**src/rtl/spart_tx.sv**
```systemverilog
// SPART transmitter: one-entry holding buffer feeding an 8N1 serializer paced by 16x Baud ticks.
// TxD/TBR/busy are registered; a held byte follows the previous stop bit with no idle gap.
module spart_tx #(
  parameter int OVERSAMPLE = 16,
  parameter int DATA_BITS  = 8
) (
  input  logic                 clk,
  input  logic                 rst,
  input  logic                 Baud,
  input  logic [DATA_BITS-1:0] TxD_data,
  input  logic                 load,
  output logic                 TxD,
  output logic                 TBR,
  output logic                 busy
);

  localparam int TW = $clog2(OVERSAMPLE);
  localparam int BW = $clog2(DATA_BITS + 1);
  localparam logic [TW-1:0] TICK_LAST = TW'(OVERSAMPLE - 1);
  localparam logic [BW-1:0] BIT_LAST  = BW'(DATA_BITS);

  typedef enum logic [1:0] {IDLE, START, DATA, STOP} state_t;

  state_t               state, state_nxt;
  logic [DATA_BITS-1:0] hold_reg, hold_reg_nxt;
  logic [DATA_BITS-1:0] shift_reg, shift_nxt;
  logic                 hold_valid, hold_valid_nxt;
  logic [TW-1:0]        tick_cnt, tick_nxt;
  logic [BW-1:0]        bit_cnt, bit_nxt;
  logic                 txd_nxt;
  logic                 bit_end;
  logic                 xfer;

  assign bit_end = Baud && (tick_cnt == TICK_LAST);
  // A held byte moves to the shifter from idle, or right as a stop bit completes.
  assign xfer    = hold_valid && ((state == IDLE) || ((state == STOP) && bit_end));

  always_comb begin
    state_nxt      = state;
    hold_reg_nxt   = hold_reg;
    hold_valid_nxt = hold_valid;
    shift_nxt      = shift_reg;
    tick_nxt       = tick_cnt;
    bit_nxt        = bit_cnt;
    txd_nxt        = 1'b1;

    if (load && !hold_valid) begin
      hold_reg_nxt   = TxD_data;
      hold_valid_nxt = 1'b1;
    end

    if ((state != IDLE) && Baud)
      tick_nxt = bit_end ? '0 : tick_cnt + 1'b1;

    case (state)
      IDLE: ;
      START: begin
        if (bit_end) begin
          state_nxt = DATA;
          bit_nxt   = '0;
        end
      end
      DATA: begin
        if (bit_end) begin
          shift_nxt = shift_reg >> 1;
          bit_nxt   = bit_cnt + 1'b1;
          if (bit_nxt == BIT_LAST)
            state_nxt = STOP;
        end
      end
      STOP: begin
        if (bit_end)
          state_nxt = IDLE;
      end
      default: state_nxt = IDLE;
    endcase

    if (xfer) begin
      shift_nxt      = hold_reg;
      hold_valid_nxt = 1'b0;
      state_nxt      = START;
      tick_nxt       = '0;
      bit_nxt        = '0;
    end

    case (state_nxt)
      START:   txd_nxt = 1'b0;
      DATA:    txd_nxt = shift_nxt[0];
      default: txd_nxt = 1'b1;
    endcase
  end

  always_ff @(posedge clk or negedge rst) begin
    if (!rst) begin
      state      <= IDLE;
      hold_reg   <= '0;
      hold_valid <= 1'b0;
      shift_reg  <= '0;
      tick_cnt   <= '0;
      bit_cnt    <= '0;
      TxD        <= 1'b1;
      TBR        <= 1'b1;
      busy       <= 1'b0;
    end else begin
      state      <= state_nxt;
      hold_reg   <= hold_reg_nxt;
      hold_valid <= hold_valid_nxt;
      shift_reg  <= shift_nxt;
      tick_cnt   <= tick_nxt;
      bit_cnt    <= bit_nxt;
      TxD        <= txd_nxt;
      TBR        <= ~hold_valid_nxt;
      busy       <= (state_nxt != IDLE);
    end
  end

endmodule

```
**config.mk**
```make
export PLATFORM = sky130hd
export DESIGN_NAME = spart_tx
export DESIGN_NICKNAME = d
export VERILOG_FILES = /design/src/rtl/spart_tx.sv
export SDC_FILE = /design/constraint.sdc
export NUM_CORES = 1
export LEC_CHECK = 0
export BUFFER_PORTS_ARGS = -buffer_cell sky130_fd_sc_hd__buf_2
export CELL_PAD_IN_SITES_DETAIL_PLACEMENT = 1
export CELL_PAD_IN_SITES_GLOBAL_PLACEMENT = 1
export CORE_MARGIN = 2
export CORE_UTILIZATION = 47
export CTS_BUF_LIST = sky130_fd_sc_hd__clkbuf_4
export DETAILED_ROUTE_END_ITERATION = 12
export PLACE_DENSITY = 0.88
export SKIP_CTS_REPAIR_TIMING = 1
export SLEW_MARGIN = 20
export SYNTH_ARGS = -nofsm -noshare
export SYNTH_HDL_FRONTEND = slang
export SYNTH_SLANG_ARGS = --single-unit
```
**constraint.sdc**
```tcl
create_clock -name clk -period 2.03 [get_ports clk]
set_clock_uncertainty 0.15 [all_clocks]
set_input_delay 0.1015 -clock clk [delete_from_list [all_inputs] [get_ports clk]]
set_output_delay 0.1015 -clock clk [all_outputs]
set_load 0.1 [all_outputs]
```
Yosys cells after proc, flatten, opt, wreduce, memory -nomap -nowiden
Index checks and enable logic that the tools add are counted.

storage, ports and cells
  bits in registers = 30
  input bits = 12
  word-level logic and storage cells = 57

cells by class
  $add $sub $neg = 2
  eq/ne operators = 9
  multiplexer cells = 19
  bitwise gates (word level) = 1
  reductions and logical operators = 16

operators by type and width
  operator                                                         number
  4-bit two-way mux                                                6
  8-bit two-way mux                                                3
  2-bit two-way mux                                                5
  2-bit nonzero test                                               5
  4-bit by 1-bit adder with 4-bit output, second input constant    2
  4-bit == test, second input constant                             2
  4-bit case mux with 2 select lines                               1
  2-bit == test, second input constant                             3
  3-bit inequality test, second input constant                     2
  2-bit case mux with 3 select lines                               1
  1-bit logical AND                                                5
  2-bit by 1-bit == test with 1-bit output, second input constant  2
  3-bit AND reduction                                              1
  3-bit nonzero test                                               1
  2-bit logical NOT                                                1
  1-bit two-way mux                                                2
  1-bit case mux with 2 select lines                               1
  2-bit AND reduction                                              1
  1-bit logical NOT                                                1
  1-bit logical OR                                                 1
  1-bit inverter                                                   1

Depth between registers and ports, before layout
Gate-level depths: netlist (run 1).

  depth in word-level cells = 8
  mapped depth = 7
  gate-level depth less buffers = 5

Worst setup path before layout (run 1)
Ideal clock, no wire load.

  kind = reg2reg
  from = register tick_cnt[0]
  to = register bit_cnt[0]
  setup time = 0.125 ns
  arrival = 1.510 ns
  required time = 1.755 ns
  slack = 0.246 ns
  stages on the path, launching flop included = 7
  path buffers = 1
  period minus slack after synthesis = 1.784 ns
  cells stage by stage = dfrtp_1 ha_1 and4_1 buf_4 nand2_1 a221o_1 mux2_2

on the way
  longest elaborated chain between the ends = 7

ends and longest elaborated chain
  element                                                                       RTL line  RTL
  start: declaration                                                            28        logic [TW-1:0] tick_cnt, tick_nxt;
  start signal: assignment                                                      109       tick_cnt <= tick_nxt;
  4-bit == test (*)                                                             34        assign bit_end = Baud && (tick_cnt == TICK_LAST);
  1-bit logical AND (*)                                                         34
  1-bit logical AND                                                             36        assign xfer = hold_valid && ((state == IDLE) || ((state == STOP) && bit_end));
  1-bit logical OR                                                              36
  1-bit logical AND                                                             36
  3-bit inequality test (no line) / 3-bit nonzero test (equally long branches)  n/a
  3-bit AND reduction (no line)                                                 n/a
  end signal: assignment                                                        110       bit_cnt <= bit_nxt;
  end: declaration                                                              29        logic [BW-1:0] bit_cnt, bit_nxt;

Mark *: on every way between the ends. The rest lies on a longest branch, timed or not.
A chain may end at the register's enable or synchronous reset.

Worst setup path in the final report (run 1)
  from = register tick_cnt[0]
  to = register bit_cnt[3]

The elaborated chain is that of the path after synthesis.

==> results of run 1 <==
-- path summary, 6_finish.rpt --
kind                        startpoint            to  slack, ns  depth (start not counted)
setup / recovery           tick_cnt[0]    bit_cnt[3]        0.1                          5
hold / removal                    Baud   tick_cnt[3]        0.1                          4
setup reg to reg           tick_cnt[0]    bit_cnt[3]        0.1                          5
hold reg to reg            hold_reg[3]  shift_reg[3]       0.33                          2
max in group asynchronous          rst    bit_cnt[1]       1.13                          2
min in group asynchronous          rst          busy       0.15                          2
-- cell families after synthesis --
family                   Yosys count  synth area share, %
multiplexers                      10                 7.73
AO/OA/AOI/OAI                     31                 15.8
XOR/XNOR                           2                 1.22
buffers and inverters             11                 3.56
flip-flops                        30                 52.3
adder cells (fa/ha/maj)            2                 1.74
AND/OR/NAND/NOR                   48                 17.7
-- layout make-up --
| type | instances | share of cell area, % |
|---|---|---|
| Sequential cell | 30 | 43.0 |
| Multi-Input combinational cell | 93 | 37.0 |
| Timing Repair Buffer | 30 | 12.3 |
| Clock buffer | 6 | 2.57 |
| Tap cell | 33 | 2.36 |
| Clock inverter | 2 | 2.14 |
| Inverter | 3 | 0.643 |
-- worst max-delay path: stages, from the launching register on --
cell	delay (ns)
dfrtp_1	0.42
ha_2	0.26
nand4_4	0.17
or3_1	0.41
and4b_1	0.20
a211o_1	0.22
-- per-layer routing --
layer | wire [microns] | vias up | global-route usage, %
met5 | 0 | - | 0
met4 | 91 | 0 | 9.42
met3 | 138 | 9 | 7.64
met2 | 1720 | 33 | 35.3
met1 | 1380 | 562 | 26.3
li1 | - | 545 | -
-- synthesized netlist by cell type, drive strengths merged (3+ instances only) --
master  instances  area [sq um]
nand2          19          71.3
inv             3          11.3
o21ai          10          53.8
nand2b          3          18.8
mux2            9           101
dfrtp          28           701
a32oi           6          52.6
nor2            5          21.3
buf             4          25.0
nand3           4          20.0
clkbuf          4          15.0
nor3            5          25.0
-- stage by stage --
stage | std cells | total power [mW]
6_report | 197 | 2.18
3_3_place_gp | 179 | 1.60
4_1_cts | 187 | 2.17
2_1_floorplan | 134 | 1.48
3_5_place_dp | 179 | 1.67
5_1_grt | 197 | 2.33
-- power groups by stage --
stage / Combinational, mW / Sequential (mW) / Clock (mW)
2_1_floorplan: 0.449 / 1.03 / 0
3_3_place_gp: 0.647 / 0.955 / 0
3_5_place_dp: 0.695 / 0.978 / 0
4_1_cts: 0.704 / 0.966 / 0.501
5_1_grt: 0.812 / 0.997 / 0.524
6_report: 0.720 / 0.967 / 0.496
-- layout by cell type (no fill, tap or decap), types with 4 or more instances in the layout --
cell type | netlist | final
nor3_1 | 5 | 5
mux2_2 | 9 | 9
clkbuf_4 | 0 | 6
a32oi_1 | 6 | 6
dlygate4sd3_1 | 0 | 10
buf_4 | 2 | 6
buf_2 | 2 | 14
dfrtp_1 | 28 | 28
o21ai_0 | 8 | 8
nand2_1 | 19 | 19
nor2_1 | 4 | 4
==> impl_results.md, run 1 <==
* Pwr Density at around 1200 mW/mm^2
* Number of enable flip-flop cells after synthesis at 0
* Lkg Pwr at about 0.79 nW
* Sequential Power Share at 44.3%
* Slew Limit Fails at 0
* Startpoint class of the critical path: flip-flop
* Final instance area at about 0.0018 sq mm
* Clock Tree Root: clkbuf_4
* Top_reg_cell synth: dfrtp_1
* Clock-pin transition on the worst setup and hold timing paths at 0.10 ns
* Area growth, synth to finish at 21.4%
* Die ar. at between 0.003 and 0.004 sq mm
* Fill cell count at 320
* Number of synthesis warnings at 0
* Final setup fails at 0
* Initial DRC Count at 55
* Sequential cell area at roughly 750 sq um
* GR Overflow Total at 0
* Wirelength, routed at ~3.3 mm
* Max clock buf depth at 2
* FF+latch count, synth at 30
* Gr usage total at 21.9%
* Row count at 20
* DPL Wire Length at approximately 2.3 mm
* Initial Util at between 40% and 50%
* Fmax at slightly above 500 MHz
* Place WS at around 0.021 ns
* Min Hold Slack at just under 0.1 ns
* Clk_lat worst skew at between 0.3 and 0.4 ns
* Switching portion of total power at 36.1%
* GPL Wtd Cong at 0.795
* Clock power share at between 20 and 25%
* Share of layout cells above drive strength 1 at a little under 30%
* RSZ-0062 raised after global routing: false
* Max_cap viols at 0
* Worst Max-Slew Pin Slew at approximately 0.65 ns
* Slew margin rel. at a little under three fifths
* Run status: complete, no violations
* Worst Setup Path Type: reg2reg
* Switching power at 0.788 mW
* Ports at 15
* Final Cycle Share at a little over nine tenths
* Multi-input logic area at between 600 and 700 sq um
* Largest net degree at the start of global routing at 31
* Req. time, crit path at ~2.1 ns
* Final net count at around 180
* Post-Synthesis Net Count at 148
* Worst setup margin at 0.0997 ns
* DRC Markers at 0
* Port-buffer cells at 14
* Vias/cell at between 5 and 6
* Int Pwr at about 1.4 mW
* Yosys cell types at between 40 and 50
* Combinational power share at between 30% and 40%
* Vias in the first global route at about 1200
* Die height at around 59 microns
* Setup TNS at 0 ns
* Hold Crit Class: in2reg
* Worst VDD drop at 0.678 mV
* Cell area after placement at 0.00156 sq mm
* Critical Path End Type: flip-flop
* Pre-antenna DRT Iters at 4
* Vias at 1149
* Syn Area/Cell at roughly 11 sq um
* Netlist Area Pre-Place at 0.00144 sq mm
* Clock Sinks at 30
* Core area at between 0.002 and 0.003 sq mm
* Layout Utilization at 58.8%
* Global-route wire length before repair at between 5 and 6 mm
* Die Wd at 59.4 microns
* Crit path DAT at between 2 and 2.5 ns
* Post-Syn Instances at between 100 and 150
* Final hold vios at 0
* Sequential cell area fraction in the yosys report at between 50 and 60%
* CTS buffer count at 5
* Final ANT Viol Nets at 0
* CTS tree: yes
* Diodes inserted at 0
* Final Critical Period at a little under 2 ns
* H-tree levels at 2
* Initial antenna violation count at 0
* DR WL/cell at roughly 17 microns
* Post-synth ARST share at 100%
* Crit Path Max Fanout at 9
Note: power is estimated with default switching activity, not from simulation.
==> run 2: changes to the inputs <==
BUFFER_PORTS_ARGS = -buffer_cell sky130_fd_sc_hd__buf_4   (was -buffer_cell sky130_fd_sc_hd__buf_2)
==> run 2 against run 1 <==
Setup slack worse by 0.0045 ns. Wire length up 18%. Worst hold slack worse by 0.034 ns. Power down 4.5%. Die area unchanged. Combinational power up 4.2%. First-iteration DRC count down 42%. Highest routed layer unchanged.
==> impl_results.md, run 2 (same netlist as run 1, synthesis figures left out) <==
* Critical path's largest stage delay at 0.42 ns (about the same)
* Clock-pin transition on the worst setup and hold timing paths at 0.09 ns (about the same)
* Die height at 59.4 microns (unchanged)
* Area growth, synth to finish at 22.0%
* Fmax at 517 MHz (-0.23%)
* Clk_lat worst skew at 0.35 ns (about the same)
* DPL Wire Length at 2.44 mm (+8.5%)
* Crit Path Max Fanout at 9 (unchanged)
* Global-route wire length before repair at 5.82 mm (+4.8%)
* Hold Crit Class: in2reg
* Hold worst-path end: tick_cnt[2]
* Terminus of the critical flop-to-flop path: bit_cnt[3]
* Worst Setup Path Type: reg2reg
* R2r setup slk at 0.1 ns (about the same)
* Clock Tree Root: clkbuf_4
* Ports at 15 (unchanged)
* DR WL/cell at 19.8 microns (+17%)
* Final setup fails at 0 (unchanged)
* Hold Startpoint: Baud
* Final hold vios at 0 (unchanged)
* Share of layout cells above drive strength 1 at 27.9% (-1.4 points)
* Worst Max-Slew Pin Slew at 0.547 ns (-0.107 ns)
* Final Cycle Share at 95.3% (+0.22 points)
* GPL Wtd Cong at 0.822 (+3.3%)
* Startpoint class of the critical path: flip-flop
* Gr usage total at 23.4% (+1.5 points)
* Core area at 0.00298 sq mm (unchanged)
* Req. time, crit path at 2.11 ns (about the same)
* Vias at 1194 (+3.9%)
* Final net count at 179 (+1.1%)
* Crit path DAT at 2.02 ns (about the same)
* Largest net degree at the start of global routing at 31 (unchanged)
* CTS tree: yes
* Vias/cell at 6.03 (+3.4%)
* Setup TNS at 0 ns (unchanged)
* Initial Util at 48.4% (unchanged)
* Pre-antenna DRT Iters at 4 (unchanged)
* Die ar. at 0.00353 sq mm (unchanged)
* Worst R2R Start: tick_cnt[0]
* Slew Limit Fails at 0 (unchanged)
* Pwr Density at 1180 mW/mm^2 (-5.0%)
* Min Hold Slack at 0.0634 ns (-0.0343 ns)
* Clock Sinks at 30 (unchanged)
* Slew margin rel. at 63.1% (+6.8 points)
* CTS buffer count at 5 (unchanged)
* RSZ-0062 raised after global routing: false
* Run status: complete, no violations
* Initial DRC Count at 32 (-42%)
* H-tree levels at 2 (unchanged)
* Wirelength, routed at 3.93 mm (+18%)
* Most common cell after layout, fill and taps aside: dfrtp_1
* DRC Markers at 0 (unchanged)
* Diodes inserted at 0 (unchanged)
* Die Wd at 59.4 microns (unchanged)
* Final Critical Period at 1.93 ns (+0.00448 ns)
* Worst hold path depth at 4 (unchanged)
* Max clock buf depth at 2 (unchanged)
* Port-buffer cells at 14 (unchanged)
* Final ANT Viol Nets at 0 (unchanged)
* Register-to-Register Path Depth at 5 (unchanged)
* Row count at 20 (unchanged)
* Vias in the first global route at 1262 (+8.9%)
* Critical Path End Type: flip-flop
* Slowest CP cell: dfrtp_1
* Commonest cells after routing, fill and taps aside: 28 x dfrtp_1, 22 x buf_4, 19 x nand2_1
* CP Buf/Inv Count at 0 (unchanged)
* Lkg Pwr at 0.800 nW (+0.82%)
* GR Overflow Total at 0 (unchanged)
* Max_cap viols at 0 (unchanged)
* Worst VDD drop at 0.546 mV (-20%)
* Critical Path, Cell by Cell: ha_2, nand4_4, or3_1, and4b_1, a211o_1
* Initial antenna violation count at 0 (unchanged)
* Crit path max-delay family: simple AND/OR/NAND/NOR gates
## run 2: cell types whose count changed in the layout (fill, tap and decap cells not counted)
cell / before / now
and4_4: 1 / 0
and4_1: 0 / 1
buf_4: 6 / 22
clkinv_1: 0 / 1
clkinvlp_4: 1 / 0
buf_2: 14 / 0
nand3_1: 3 / 4
nand3_2: 1 / 0
bufinv_16: 1 / 0
## run 2: layer usage
| layer | GRT usage, % | vias up | share of wire [%] | wire [microns] |
|---|---|---|---|---|
| met2 | 38.1 | 37 | 51 | 1990 |
| met5 | 0 | - | 0 | 0 |
| met1 | 27.3 | 597 | 42 | 1650 |
| li1 | - | 548 | - | - |
| met3 | 7.21 | 12 | 3.8 | 151 |
| met4 | 12.7 | 0 | 3.4 | 132 |
## run 2: power breakdown
part / leakage (nW) / switching, mW / internal, mW / total [mW]
clock network: 0.0292 / 0.212 / 0.139 / 0.350
registers: 0.365 / 0.161 / 0.821 / 0.982
logic: 0.406 / 0.428 / 0.323 / 0.750
total: 0.800 / 0.800 / 1.28 / 2.08
## run 2: tightest hold or removal path: cells and delay by family
| kind | cells | cell delay [ns] |
|---|---|---|
| AO/OA/AOI/OAI | 3 | 0.29 |
| buffers and inverters | 1 | 0.12 |
## run 2: metrics by stage
stage | instance area, sq um | power, mW | utilization [%] | std cells | setup slack (ns)
after floorplan | 1440 | 1.48 | - | 134 | 0.246
after global placement | 1610 | 1.63 | 54.0 | 181 | 0.183
after detailed placement | 1610 | 1.69 | 54.0 | 181 | 0.0752
after CTS | 1660 | 2.04 | 55.6 | 188 | 0.0669
after global routing | 1760 | 2.23 | 59.1 | 198 | 0.00361
final | 1760 | 2.08 | 59.1 | 198 | 0.0952
## run 2: worst max-delay path by stage
stage,slack (ns),endpoint,cells after the start,from
2_1_floorplan,0.25,bit_cnt[0],6,tick_cnt[0]
3_3_place_gp,0.18,bit_cnt[3],5,tick_cnt[0]
3_5_place_dp,0.08,bit_cnt[3],5,tick_cnt[0]
4_1_cts,0.07,bit_cnt[3],5,tick_cnt[0]
5_1_grt,0.004,bit_cnt[3],5,tick_cnt[0]
6_report,0.1,bit_cnt[3],5,tick_cnt[0]
## run 2: area by class of cell
type                       instances  area [sq um]
clock buffer                       6          45.0
clock inverter                     1          3.75
fill                             309          1220
inverter                           3          11.3
multi-input combinational         93           639
sequential                        30           753
tap                               33          41.3
timing repair buffer              32           265
